### config.mk
export PLATFORM = sky130hd
export DESIGN_NAME = flag_register
export DESIGN_NICKNAME = d
export VERILOG_FILES = /design/src/rtl/flag_register.sv
export SDC_FILE = /design/constraint.sdc
export NUM_CORES = 1
export LEC_CHECK = 0
export ABC_AREA = 1
export CAP_MARGIN = 20
export CORE_MARGIN = 2
export CORE_UTILIZATION = 51
export CTS_BUF_LIST = sky130_fd_sc_hd__clkbuf_4 sky130_fd_sc_hd__clkbuf_8
export DETAILED_ROUTE_END_ITERATION = 12
export PLACE_DENSITY = 0.83
export SYNTH_ARGS = -nofsm -noshare
export SYNTH_HDL_FRONTEND = slang
export SYNTH_SLANG_ARGS = --single-unit
### constraint.sdc
create_clock -name i_clk -period 2.44 [get_ports i_clk]
set_input_delay 0.732 -clock i_clk [delete_from_list [all_inputs] [get_ports i_clk]]
set_output_delay 0.732 -clock i_clk [all_outputs]
set_load 0.01 [all_outputs]
### src/rtl/flag_register.sv
// Condition-code register: latches ALU Z/N/C, resolves JZ/JN/JC, saves/restores the CCR on a LIFO across interrupt entry/RTI.
// Latency: flags 1 cycle after the request; o_branch_taken is combinational. No backpressure: every request is acted on in its cycle.
// FLAG_BYPASS_EN: when defined, jumps test the forwarded (same-cycle ALU plus SETC/CLRC) flags instead of the registered ones.
module flag_register #(
    parameter int SAVE_DEPTH = 2
) (
    input  logic       i_clk,
    input  logic       i_reset,
    input  logic       i_alu_we,
    input  logic       i_zero_flag,
    input  logic       i_negative_flag,
    input  logic       i_carry_flag,
    input  logic       i_setc,
    input  logic       i_clrc,
    input  logic       i_branch_valid,
    input  logic [1:0] i_jmp_cond,
    input  logic       i_int_save,
    input  logic       i_int_restore,
    output logic       o_zero_flag,
    output logic       o_negative_flag,
    output logic       o_carry_flag,
    output logic       o_branch_taken,
    output logic       o_save_empty,
    output logic       o_save_full,
    output logic       o_save_err
);

    localparam int CW = $clog2(SAVE_DEPTH + 1);
    localparam int NS = 1 << CW;
    localparam logic [CW-1:0] DEPTH_C = CW'(SAVE_DEPTH);
    localparam logic [CW-1:0] ONE_C   = CW'(1);

    typedef enum logic [1:0] {
        COND_NONE = 2'b00,
        COND_JZ   = 2'b01,
        COND_JN   = 2'b10,
        COND_JC   = 2'b11
    } jmp_cond_t;

    logic          z_q, n_q, c_q;
    logic          err_q;
    logic [CW-1:0] cnt_q;
    logic [2:0]    slots_q [NS];

    logic          fwd_z, fwd_n, fwd_c;
    logic          taken;
    logic          stack_full, stack_empty;
    logic          push_ok, push_err, pop_ok, pop_err;
    logic          nz, nn, nc;
    logic [2:0]    top_slot;

`ifdef FLAG_BYPASS_EN
    assign fwd_z = i_alu_we ? i_zero_flag     : z_q;
    assign fwd_n = i_alu_we ? i_negative_flag : n_q;
    assign fwd_c = i_setc ? 1'b1 :
                   i_clrc ? 1'b0 :
                   (i_alu_we ? i_carry_flag : c_q);
`else
    assign fwd_z = z_q;
    assign fwd_n = n_q;
    assign fwd_c = c_q;
`endif

    always_comb begin
        taken = 1'b0;
        if (i_branch_valid) begin
            case (jmp_cond_t'(i_jmp_cond))
                COND_JZ: taken = fwd_z;
                COND_JN: taken = fwd_n;
                COND_JC: taken = fwd_c;
                default: taken = 1'b0;
            endcase
        end
    end

    assign stack_full  = (cnt_q == DEPTH_C);
    assign stack_empty = (cnt_q == '0);

    // A simultaneous save wins over restore; the restore is silently dropped.
    assign push_ok  = i_int_save & ~stack_full;
    assign push_err = i_int_save &  stack_full;
    assign pop_ok   = i_int_restore & ~i_int_save & ~stack_empty;
    assign pop_err  = i_int_restore & ~i_int_save &  stack_empty;

    assign top_slot = slots_q[cnt_q - ONE_C];

    always_comb begin
        nz = z_q;
        nn = n_q;
        nc = c_q;
        if (pop_ok) begin
            {nz, nn, nc} = top_slot;
        end else begin
            if (i_alu_we) begin
                nz = i_zero_flag;
                nn = i_negative_flag;
                nc = i_carry_flag;
            end
            if (i_setc) begin
                nc = 1'b1;
            end else if (i_clrc) begin
                nc = 1'b0;
            end
            // A taken jump consumes its flag; this beats ALU and SETC/CLRC writes.
            if (taken) begin
                case (jmp_cond_t'(i_jmp_cond))
                    COND_JZ: nz = 1'b0;
                    COND_JN: nn = 1'b0;
                    COND_JC: nc = 1'b0;
                    default: ;
                endcase
            end
        end
    end

    always_ff @(posedge i_clk) begin
        if (i_reset) begin
            z_q   <= 1'b0;
            n_q   <= 1'b0;
            c_q   <= 1'b0;
            cnt_q <= '0;
            err_q <= 1'b0;
        end else begin
            z_q <= nz;
            n_q <= nn;
            c_q <= nc;
            if (push_ok) begin
                cnt_q <= cnt_q + ONE_C;
            end else if (pop_ok) begin
                cnt_q <= cnt_q - ONE_C;
            end
            if (push_err || pop_err) begin
                err_q <= 1'b1;
            end
        end
    end

    // Slots hold the pre-update CCR and are never cleared; the count alone marks validity.
    always_ff @(posedge i_clk) begin
        if (!i_reset && push_ok) begin
            slots_q[cnt_q] <= {z_q, n_q, c_q};
        end
    end

    assign o_zero_flag     = z_q;
    assign o_negative_flag = n_q;
    assign o_carry_flag    = c_q;
    assign o_branch_taken  = taken;
    assign o_save_empty    = stack_empty;
    assign o_save_full     = stack_full;
    assign o_save_err      = err_q;

endmodule

======== Word-level counts from Yosys, hierarchy flattened ========
Memory sizes are Yosys's and may differ from the RTL's.
Index checks and enable logic that the tools add are counted.
operators by class
  multiply operators ...................... 0
  shift operators ......................... 0
  $lt $le $gt $ge ......................... 0
  bitwise logic cells ..................... 8
  equality and inequality tests ........... 4
  muxes and demuxes ....................... 20
  $add $sub $neg .......................... 2
  reduce and logical (&&, ||, !) cells .... 5
  divide/modulo/power cells ............... 0
operators with widths
  cell                   count
  $mux W1                17
  $eq A2 B2 Y1 const B   3
  $and A1 B1 Y1          5
  $mux W2                2
  $not A1 Y1             3
  $pmux W1 S3            1
  $add A2 B1 Y2 const B  1
  $eq A2 B1 Y1 const B   1
  $logic_not A2 Y1       1
  $reduce_bool A2 Y1     1
  $sub A2 B1 Y2 const B  1
  $logic_and A1 B1 Y1    1
  $logic_not A1 Y1       1
  $logic_or A1 B1 Y1     1
word-level totals
  register bits ........................... 6
  memories ................................ 1
  RAM bits ................................ 12
  input port bits ......................... 13
  ROM bits ................................ 0
  latch bits .............................. 0
memory list
  memory   depth  width  read ports  clocked after memory_dff  wr ports  line  text
  slots_q  4      3      1           0                         1         43    logic [2:0] slots_q [NS];

======== Depth between registers and ports, before layout ========
  depth after elaboration ................. 6
  gate-level depth with buffers ........... 8
  gate-level depth less buffers ........... 8

======== Least setup slack after synthesis ========
OpenSTA, ideal clock, no wires.
  path kind ............................... in2out
  start point ............................. input port i_jmp_cond[0]
  end point ............................... output port o_branch_taken
  stages .................................. 5
  arrival ................................. 1.080 ns
  path slack .............................. 0.628 ns
  buffers on the path ..................... 0
  cell sequence ........................... inv_1 -> nand3_1 -> nand3_2 -> nand2_1 -> inv_1
on the way
  longest elaborated chain between the ends .. 3
RTL lines
  element                                              line  text
  start: declaration                                   16    input logic [1:0] i_jmp_cond,
  $eq A2 B2 Y1 / $eq A2 B1 Y1 (equally long branches)  67    case (jmp_cond_t'(i_jmp_cond))
  $pmux W1 S3 *                                        67
  $mux W1 *                                            66    if (i_branch_valid) begin
  end: declaration                                     22    output logic o_branch_taken,
Mark *: on every way between the ends. The rest lies on a longest branch, timed or not.

======== Worst setup path in the final report ========
Ends and elaborated chain as after synthesis.

==> summary.md <==
| Metric | Value |
|---|---|
| Clock power frac | `22.1%` |
| Initial antenna violation count | `0` |
| Final Hold Fails | `0` |
| Cell Int Power | `516 uW` |
| Max Cap Viol | `0` |
| Grt total ovfl | `0` |
| Fmax | `432 MHz` |
| Leakage | `0.000577 uW` |
| Min Tclk post-route | `2310 ps` |
| Flops & latches, synth | `18` |
| Period Utilization, post-route | `94.9%` |
| Fin area | `1240 um^2` |
| Core area | `1750 um^2` |
| Clock latency at the later pin of the worst-skew pair | `290 ps` |
| Inserted Diodes | `0` |
| Total clock sinks | `18` |
| Area share of the largest cell type after synthesis | `37.5%` |
| RSZ-0062 raised after global routing | `false` |
| Mapped Area | `960 um^2` |
| CTS root buf | `clkbuf_4` |
| CP endpoint kind | `output port` |
| Sequential-to-total area share from yosys stat | `50.1%` |
| First-pass GRT wire length | `2.87 mm` |
| Final GP Congestion | `0.771` |
| Area post-placement | `1210 um^2` |
| FP Rows | `15` |
| Area Growth Syn to Fin | `28.8%` |
| Post-CTS Setup Inserts | `0` |
| Setup violators final | `0` |
| Die H | `47.4 um` |
| Initial core utilization | `55.0%` |
| HP Class | `reg -> reg` |
| Most common cell in the netlist | `nand2_1` |
| Final nets | `161` |
| Yosys top cell by area | `edfxtp_1` |
| Share of post-route cells with drive strength above 1 | `10.5%` |
| Inserted Clock Buffers | `3` |
| DRT antenna net count | `0` |
| Num ports | `20` |
| WL final | `1.77 mm` |
| Post-Place Cells | `164` |
| Async S/R FF share, synth | `0%` |
| Cell Count, Final, Fillers Out | `168` |
| Switching share of total power | `28.7%` |
| Via Count | `766` |
| Pwr dens | `586 nW/um^2` |
| Final hold slack | `524 ps` |
| Switching pwr | `208 uW` |
| Post-synthesis instance total | `115` |
| Avg WL per Cell | `10.6 um` |
| WS Path Type | `in -> out` |
| DRC violation count after routing | `0` |
| Worst clock skew | `4.80 ps` |
| VDD IR-drop max | `0.000362 V` |
| Ranking of synthesized cells by area | `edfxtp_1 38%, dfxtp_1 13%, nand2_1 10%, inv_1 8.6%, nand3_1 5.7%` |
| TritonCTS clock tree | `built` |
| Avg Inst Size Synth | `8.34 um^2` |
| Arr. time, crit path | `1580 ps` |
| Setup crit start kind | `primary input` |
| Quantity of I/O buffers inserted on ports | `19` |
| Fillers | `137` |
| Sequential Power Share | `50.3%` |
| Top_reg_cell synth | `edfxtp_1` |
| Netlist cell types | `19` |
| Status | `complete, no violations` |
| WP data required | `1710 ps` |
| Top cells by count, synth | `26 x nand2_1, 22 x inv_1, 12 x edfxtp_1, 12 x nor2_1, 11 x nand3_1` |
| Worst-path fanout max | `5` |
| Via density | `4.56` |
| Hpwl dp | `1.36 mm` |
| TritonRoute pass-1 iters | `4` |
| DRT iter0 DRCs | `23` |
| Maximum root-to-sink buffer count | `2` |
| Global Route Usage Sum | `18.9%` |
| Die W | `47.4 um` |
| YS warnings | `0` |
| EDFF count, synth | `12` |
| Comb power frac | `27.5%` |
| Number of global-route vias before repair | `690` |
| Clock slew at reported path FFs | `100 ps` |
| Final Max Tran Viols | `0` |
| Die Footprint | `2240 um^2` |
| H-tree Lvls | `1` |
| Largest net degree at the start of global routing | `13` |
[what timing repair did]
action                                  4_1_cts  5_1_grt
gates cloned                                  0        0
hold buffers                                  0        0
gates resized for setup                       3        2
endpoints found under the setup margin        1        1
[sequential cells by signal (all words and copies together), names as in the netlist]
register,count
cnt_q,2
o_carry_flag,1
o_negative_flag,1
o_save_err,1
o_zero_flag,1
slots_q,12
[layer usage]
layer	part of all wire (%)	vias up	routed length, um	GRT usage [%]
li1	-	420	-	-
met1	47	320	840	24.8
met2	46	24	820	30.3
met3	5.0	2	89	3.85
met4	1.4	0	24	8.33
met5	0	-	0	0
[area by class of cell]
cell class	instances	area [um^2]	share of cell area, %
inverters	24	92.6	7.49
flip-flops and latches	18	480	38.9
multi-input cells	74	383	31.0
clock buffers	4	30.0	2.43
well taps	25	31.3	2.53
repair buffers	23	219	17.7
[cells in the final DEF, fill, tap and decap left out]
master / n
inv_1: 22
clkdlybuf4s50_1: 16
nor2_1: 12
conb_1: 3
o21ai_1: 2
nand3_1: 11
dfxtp_1: 6
inv_2: 1
inv_4: 1
clkdlybuf4s15_1: 2
nand3_4: 1
o211ai_1: 3
a21oi_1: 5
buf_4: 4
nor2_2: 1
dlygate4sd2_1: 1
clkbuf_4: 4
nand3_2: 1
a21oi_2: 2
edfxtp_1: 12
ha_1: 4
o21ai_0: 3
nand2_1: 26
[through the flow]
stage / power, uW / TNS (ps) / setup slack [ps] / util, %
detailed placement: 572 / -396 / -396 / 69.2
CTS: 732 / 0 / 87.4 / 70.7
global placement: 567 / -352 / -352 / 69.2
floorplan: 489 / 0 / 628 / -
global route: 767 / 0 / 11.5 / 70.8
finish: 724 / 0 / 125 / 70.8
[critical path: stages]
cell,delay (ps)
clkdlybuf4s15_1,230
inv_1,110
nand3_1,80
nand3_2,90
nand2_1,50
inv_1,40
dlygate4sd2_1,250
[cells by family (layout without fill, tap and decap cells)]
kind of cell | Yosys count | in the layout | share of synthesized area (%)
buffers and inverters | 25 | 51 | 10.8
flip-flops | 18 | 18 | 50.1
AND/OR/NAND/NOR | 52 | 52 | 24.1
AO/OA/AOI/OAI | 15 | 15 | 9.39
adder cells (fa/ha/maj) | 4 | 4 | 5.22
other | 1 | 3 | 0.391
[power by group through the flow]
stage	Sequential [uW]	Clock (uW)	Combinational (uW)
3_5_place_dp	372	0	200
3_3_place_gp	370	0	197
6_report	364	160	199
4_1_cts	365	168	200
5_1_grt	367	176	223
2_1_floorplan	373	0	115
[worst paths after layout]
path | startpoint | to | slack (ps) | depth (start not counted)
setup / recovery | i_jmp_cond[0] | o_branch_taken | 130 | 7
hold / removal | o_save_err$_SDFFE_PP0P_ | o_save_err$_SDFFE_PP0P_ | 520 | 2
hold reg to reg | o_save_err$_SDFFE_PP0P_ | o_save_err$_SDFFE_PP0P_ | 520 | 2
setup reg to reg | cnt_q[0]$_SDFFE_PP0P_ | slots_q[3][0]$_DFFE_PP_ | 920 | 5
No activity file was read; power rests on OpenSTA's default activity.
==> RTL edit 1: new RTL, config.mk and constraints unchanged <==
The parameter `SAVE_DEPTH` goes from 2 to 4.
--- a/src/rtl/flag_register.sv
+++ b/src/rtl/flag_register.sv
@@ -4,3 +4,3 @@
 module flag_register #(
-    parameter int SAVE_DEPTH = 2
+    parameter int SAVE_DEPTH = 4
 ) (
Check against the original RTL: not equivalent (Yosys sat finds a counterexample within 4 cycles, from zero or initial values and one cycle with i_reset high).
==> RTL edit 1 against the original RTL <==
Area after synthesis grew 62%. Critical path type unchanged. Total power grew 62%. Critical endpoint unchanged. Design area grew 52%. Register-to-register slack lost 320 ps. Synthesized cell count grew 60%. Clock skew shrank 1.9 ps. Sequential cell count grew 13. Non-clock buffer count grew 6. Wire length grew 65%. Sequential share of layout area grew 7.0 points. Die area grew 56%. Worst setup slack gained 8.6 ps. First-iteration DRC count grew to 3.7 times the old value.
==> RTL edit 1: results (changes against the original RTL) <==
Power and ir drop
  – Maximum VDD drop: 0.361 mV (was 0.362 mV)
  – Switch share: 29.8% (was 28.7%)
  – Leakage: 0.866 nW (was 0.577 nW)

GRT
  – M3 GR Usage: 6.11% (was 3.85%)
  – Initial antenna violation count: 0 (unchanged)
  – First-pass GRT wire length: 5180 µm (was 2870 µm)
  – GR Layer Usage met1: 24.4% (was 24.8%)
  – Met2 Track Usage GR: 33.1% (was 30.3%)
  – Tot GR Track Use: 20.2% (was 18.9%)
  – Vias in the first global route: 1,207 (was 690)
  – Largest net degree at the start of global routing: 17 (was 13)

Synth
  – Synth cell count leaders: nand2_1 (62), inv_1 (28), nand3_1 (27) (was nand2_1 (26), inv_1 (22), edfxtp_1 (12), nor2_1 (12), nand3_1 (11))
  – Synth warn: 0 (unchanged)
  – Syn_area_per_cell: 8.47 µm² (was 8.34 µm²)
  – Number of synthesized flops with an enable pin: 24 (was 12)
  – Sequential-to-total area share from yosys stat: 55.3% (was 50.1%)
  – Yosys cell types: 19 (unchanged)
  – Asr flop ratio synth: 0% (unchanged)
  – Largest cells by area after synthesis: edfxtp_1 (46%), nand2_1 (15%), dfxtp_1 (9.0%) (was edfxtp_1 (38%), dfxtp_1 (13%), nand2_1 (10%))

Detailed routing
  – Total vias in the final route: 1,231 (was 766)
  – Drt pass-1 iters: 4 (unchanged)
  – Routed wire length: 2930 µm (was 1770 µm)
  – Drt initial violations: 84 (was 23)

STA
  – Worst Skew: 2.90 ps (was 4.80 ps)
  – Hold Fails Final Rpt: 0 (unchanged)

Placed design
  – Dpl hpwl: 2220 µm (was 1360 µm)
  – Global placement routability congestion: 0.845 (was 0.771)
  – Post-DP Area: 0.00183 mm² (was 0.00121 mm²)
  – Number of I/O port buffers: 19 (unchanged)
  – Placed cell count: 242 (was 164)

Clock tree
  – Largest buffer count on any clock path: 2 (unchanged)
  – CTS H-tree lvls: 2 (was 1)
  – Clk slew on worst S/H paths: 90 ps
  – Root Driver: clkbuf_4 (unchanged)
  – Worst-Skew Late Latency: 320 ps (was 290 ps)
  – TritonCTS Buffers: 5 (was 3)

Layout
  – Fillers: 257 (was 137)
  – Final Net Count: 232 (was 161)
  – Share of layout cells above drive strength 1: 9.72% (was 10.5%)
  – Fin cells: 249 (was 168)
  – Top flop regs: slots_q (24), cnt_q (3) (was slots_q (12), cnt_q (2))
  – # diodes: 0 (unchanged)

Critical path
  – Crit path arrival time: 1570 ps
  – Critical-path maximum fanout: 4 (was 5)

Status
  – Status: finished, final reports clean (unchanged)

Hold path
  – Hold Crit Class: register to register (unchanged)
==> RTL edit 1: path summary, 6_finish.rpt <==
kind                               startpoint              to  slack [ps]  depth (start not counted)
worst max-delay path            i_jmp_cond[0]  o_branch_taken         130                          7
worst min-delay path               o_save_err      o_save_err         470                          2
worst max register to register       cnt_q[1]   slots_q[6][0]         600                          7
worst min register to register     o_save_err      o_save_err         470                          2
==> RTL edit 1: cell families (layout without fill, tap and decap cells) <==
kind of cell | after synthesis | count (layout) | share of synthesized area (%)
AOI/OAI and AO/OA | 10 | 10 | 3.69
xor gates and xnor gates | 2 | 2 | 1.12
adders and majority gates | 3 | 3 | 2.41
buffers and inverters | 34 | 66 | 9.24
DFF | 31 | 31 | 55.3
and+or+nand+nor | 104 | 104 | 28.3
==> RTL edit 1: repair_timing <==
| action | CTS | global route |
|---|---|---|
| buffers inserted | 0 | 0 |
| setup endpoints to repair | 3 | 2 |
| gates resized for setup | 5 | 2 |
==> RTL edit 1: final cells by class <==
class	count	area [µm²]	area share [%]
sequential	31	861	45.8
clock buffer	5	37.5	2.00
timing repair buffer	29	264	14.1
multi-input combinational	119	553	29.4
inverter	30	113	6.00
clock inverter	2	8.76	0.466
tap	33	41.3	2.20
==> RTL edit 1: layer usage <==
metal / share of wire, % / vias up
met5: 0 / -
met4: 1.7 / 0
met3: 5.7 / 7
met2: 48 / 38
met1: 45 / 530
li1: - / 656
==> RTL edit 1: power groups by stage <==
stage | sequential (mW) | clock [mW] | combinational [mW]
floorplan | 0.632 | 0 | 0.189
global placement | 0.627 | 0 | 0.303
detailed placement | 0.627 | 0 | 0.308
CTS | 0.616 | 0.266 | 0.306
global route | 0.618 | 0.289 | 0.345
finish | 0.616 | 0.257 | 0.302
==> RTL edit 1: per-stage QoR <==
stage | hold WS (ps) | utilization (%) | power [mW] | setup TNS (ps) | setup WS, ps
final | 472 | 63.1 | 1.17 | 0 | 134
after global placement | 444 | 61.6 | 0.930 | -339 | -339
after detailed placement | 458 | 61.6 | 0.935 | -377 | -377
after global routing | 518 | 63.1 | 1.25 | 0 | 21.1
after CTS | 480 | 62.9 | 1.19 | 0 | 45.2
after floorplan | 484 | - | 0.821 | 0 | 596
==> RTL edit 1: critical path: stages <==
cell and delay (ps):
dlygate4sd2_1 270, inv_1 80, nand3_1 70, nand3_1 100, nand2_1 60, inv_1 50, clkdlybuf4s15_1 220
==> RTL edit 2: new RTL, config.mk and constraints unchanged <==
Without the edit above. Put one more register stage on the output `o_save_err`, with the module's reset. The value now appears one clock later. The other outputs are not delayed to match.
--- a/src/rtl/flag_register.sv
+++ b/src/rtl/flag_register.sv
@@ -150,3 +150,9 @@
     assign o_save_full     = stack_full;
-    assign o_save_err      = err_q;
+    always_ff @(posedge i_clk) begin
+        if (i_reset) begin
+            o_save_err <= '0;
+        end else begin
+            o_save_err <= err_q;
+        end
+    end
 
Formal check against the unedited RTL: not equivalent (Yosys sat finds a counterexample within 4 cycles, from zero or initial values and one cycle with i_reset high).
==> RTL edit 2 against the original RTL <==
Sequential cell count rose by 1. First-iteration DRC count decreased by 61%. Sequential share of layout area increased by 0.90 points. Global-route usage rose by 0.15 points. Worst setup slack worse by 33 ps. Design area up 1.8%. Critical path type unchanged. Area after synthesis increased by 3.7%. Total power up 2.3%. Wire length increased by 10%. Register-to-register slack lost 20 ps. Cell count is the same.
==> RTL edit 2: results (changes against the original RTL) <==
Detailed routing
  – Vias per cell: 4.94 (was 4.56)
  – Routed WL per cell: 11.6 µm (was 10.6 µm)
  – Drt initial violations: 9 (was 23)

Power and ir drop
  – Leakage: 0.576 nW (was 0.577 nW)
  – Maximum VDD drop: 0.330 mV (was 0.362 mV)

Synth
  – Yosys cell types: 18 (was 19)
  – Number of synthesized flops with an enable pin: 12 (unchanged)
  – Asr flop ratio synth: 0% (unchanged)
  – Largest cells by area after synthesis: edfxtp_1 (36%), dfxtp_1 (14%), nand2_1 (11%) (was edfxtp_1 (38%), dfxtp_1 (13%), nand2_1 (10%))
  – Post-synth top flop: edfxtp_1 (unchanged)
  – Sequential-to-total area share from yosys stat: 50.3% (was 50.1%)
  – Syn_area_per_cell: 8.58 µm² (was 8.34 µm²)
  – Synth cell count leaders: nand2_1 (28), inv_1 (19), edfxtp_1 (12) (was nand2_1 (26), inv_1 (22), edfxtp_1 (12), nor2_1 (12), nand3_1 (11))

Placed design
  – Post-Place Worst Slack: -429 ps (was -396 ps)
  – Post-DP Area: 0.00123 mm² (was 0.00121 mm²)
  – Dpl hpwl: 1540 µm (was 1360 µm)
  – Global placement routability congestion: 0.840 (was 0.771)

GRT
  – First-pass GRT wire length: 3070 µm (was 2870 µm)
  – GR Layer Usage met1: 21.7% (was 24.8%)
  – M3 GR Usage: 3.33% (was 3.85%)
  – Vias in the first global route: 765 (was 690)
  – Tot GR Track Use: 19.1% (was 18.9%)
  – Met2 Track Usage GR: 34.7% (was 30.3%)
  – Largest net degree at the start of global routing: 13 (unchanged)

Clock tree
  – TritonCTS Buffers: 3 (unchanged)
  – Cts repair resizes: 3 (unchanged)
  – Root Driver: clkbuf_4 (unchanged)
  – Largest buffer count on any clock path: 2 (unchanged)
  – CTS H-tree lvls: 1 (unchanged)
  – Postcts setup bufs: 0 (unchanged)
  – Clk slew on worst S/H paths: 120 ps (was 100 ps)
  – Cts hold-fix bufs: 0 (unchanged)

Status
  – Status: finished, final reports clean (unchanged)

Layout
  – Final Net Count: 161 (unchanged)
  – Fin cells: 168 (unchanged)
  – Top flop regs: slots_q (12), cnt_q (2) (unchanged)
  – # diodes: 0 (unchanged)
  – Share of layout cells above drive strength 1: 14.0% (was 10.5%)

STA
  – Worst Skew: 14.5 ps (was 4.80 ps)

Critical path
  – Crit path arrival time: 1620 ps (was 1580 ps)
RTL edit 2: area by class of cell:
type | count | area, µm²
sequential | 19 | 500
multi-input combinational | 76 | 408
clock buffer | 3 | 22.5
timing repair buffer | 22 | 209
tap | 25 | 31.3
clock inverter | 1 | 5.00
fill | 146 | 524
inverter | 22 | 82.6
RTL edit 2: kinds of logic after synthesis:
logic type | Yosys count | synth area share [%]
AO/OA/AOI/OAI | 14 | 8.93
adder cells (fa/ha/maj) | 4 | 5.03
buffers and inverters | 23 | 9.43
flip-flops | 19 | 50.3
other | 1 | 0.377
AND/OR/NAND/NOR | 55 | 25.9
RTL edit 2: path summary, 6_finish.rpt:
path,startpoint,endpoint,slack (ps),depth (start not counted)
worst max-delay path,i_jmp_cond[1],o_branch_taken,90,7
worst min-delay path,err_q,o_save_err,440,2
worst max register to register,cnt_q[0],slots_q[1][1],900,5
worst min register to register,err_q,o_save_err,440,2
RTL edit 2: worst max-delay path: stages:
cell and delay, ps:
dlygate4sd2_1 290, inv_1 90, nand3_2 70, nand3_2 70, nand2_1 60, inv_1 40, dlygate4sd2_1 270
RTL edit 2: where the power goes:
group | leakage, nW | total, mW | switching, mW | internal [mW]
combinational | 0.386 | 0.196 | 0.109 | 0.0874
clock | 0.0177 | 0.158 | 0.0967 | 0.0610
sequential | 0.172 | 0.387 | 0.0187 | 0.368
total | 0.576 | 0.741 | 0.224 | 0.516
RTL edit 2: routing by layer:
layer | routed length [µm] | vias to the layer above
met5 | 0 | -
met1 | 826 | 374
met4 | 40 | 0
li1 | - | 423
met2 | 997 | 27
met3 | 94 | 6
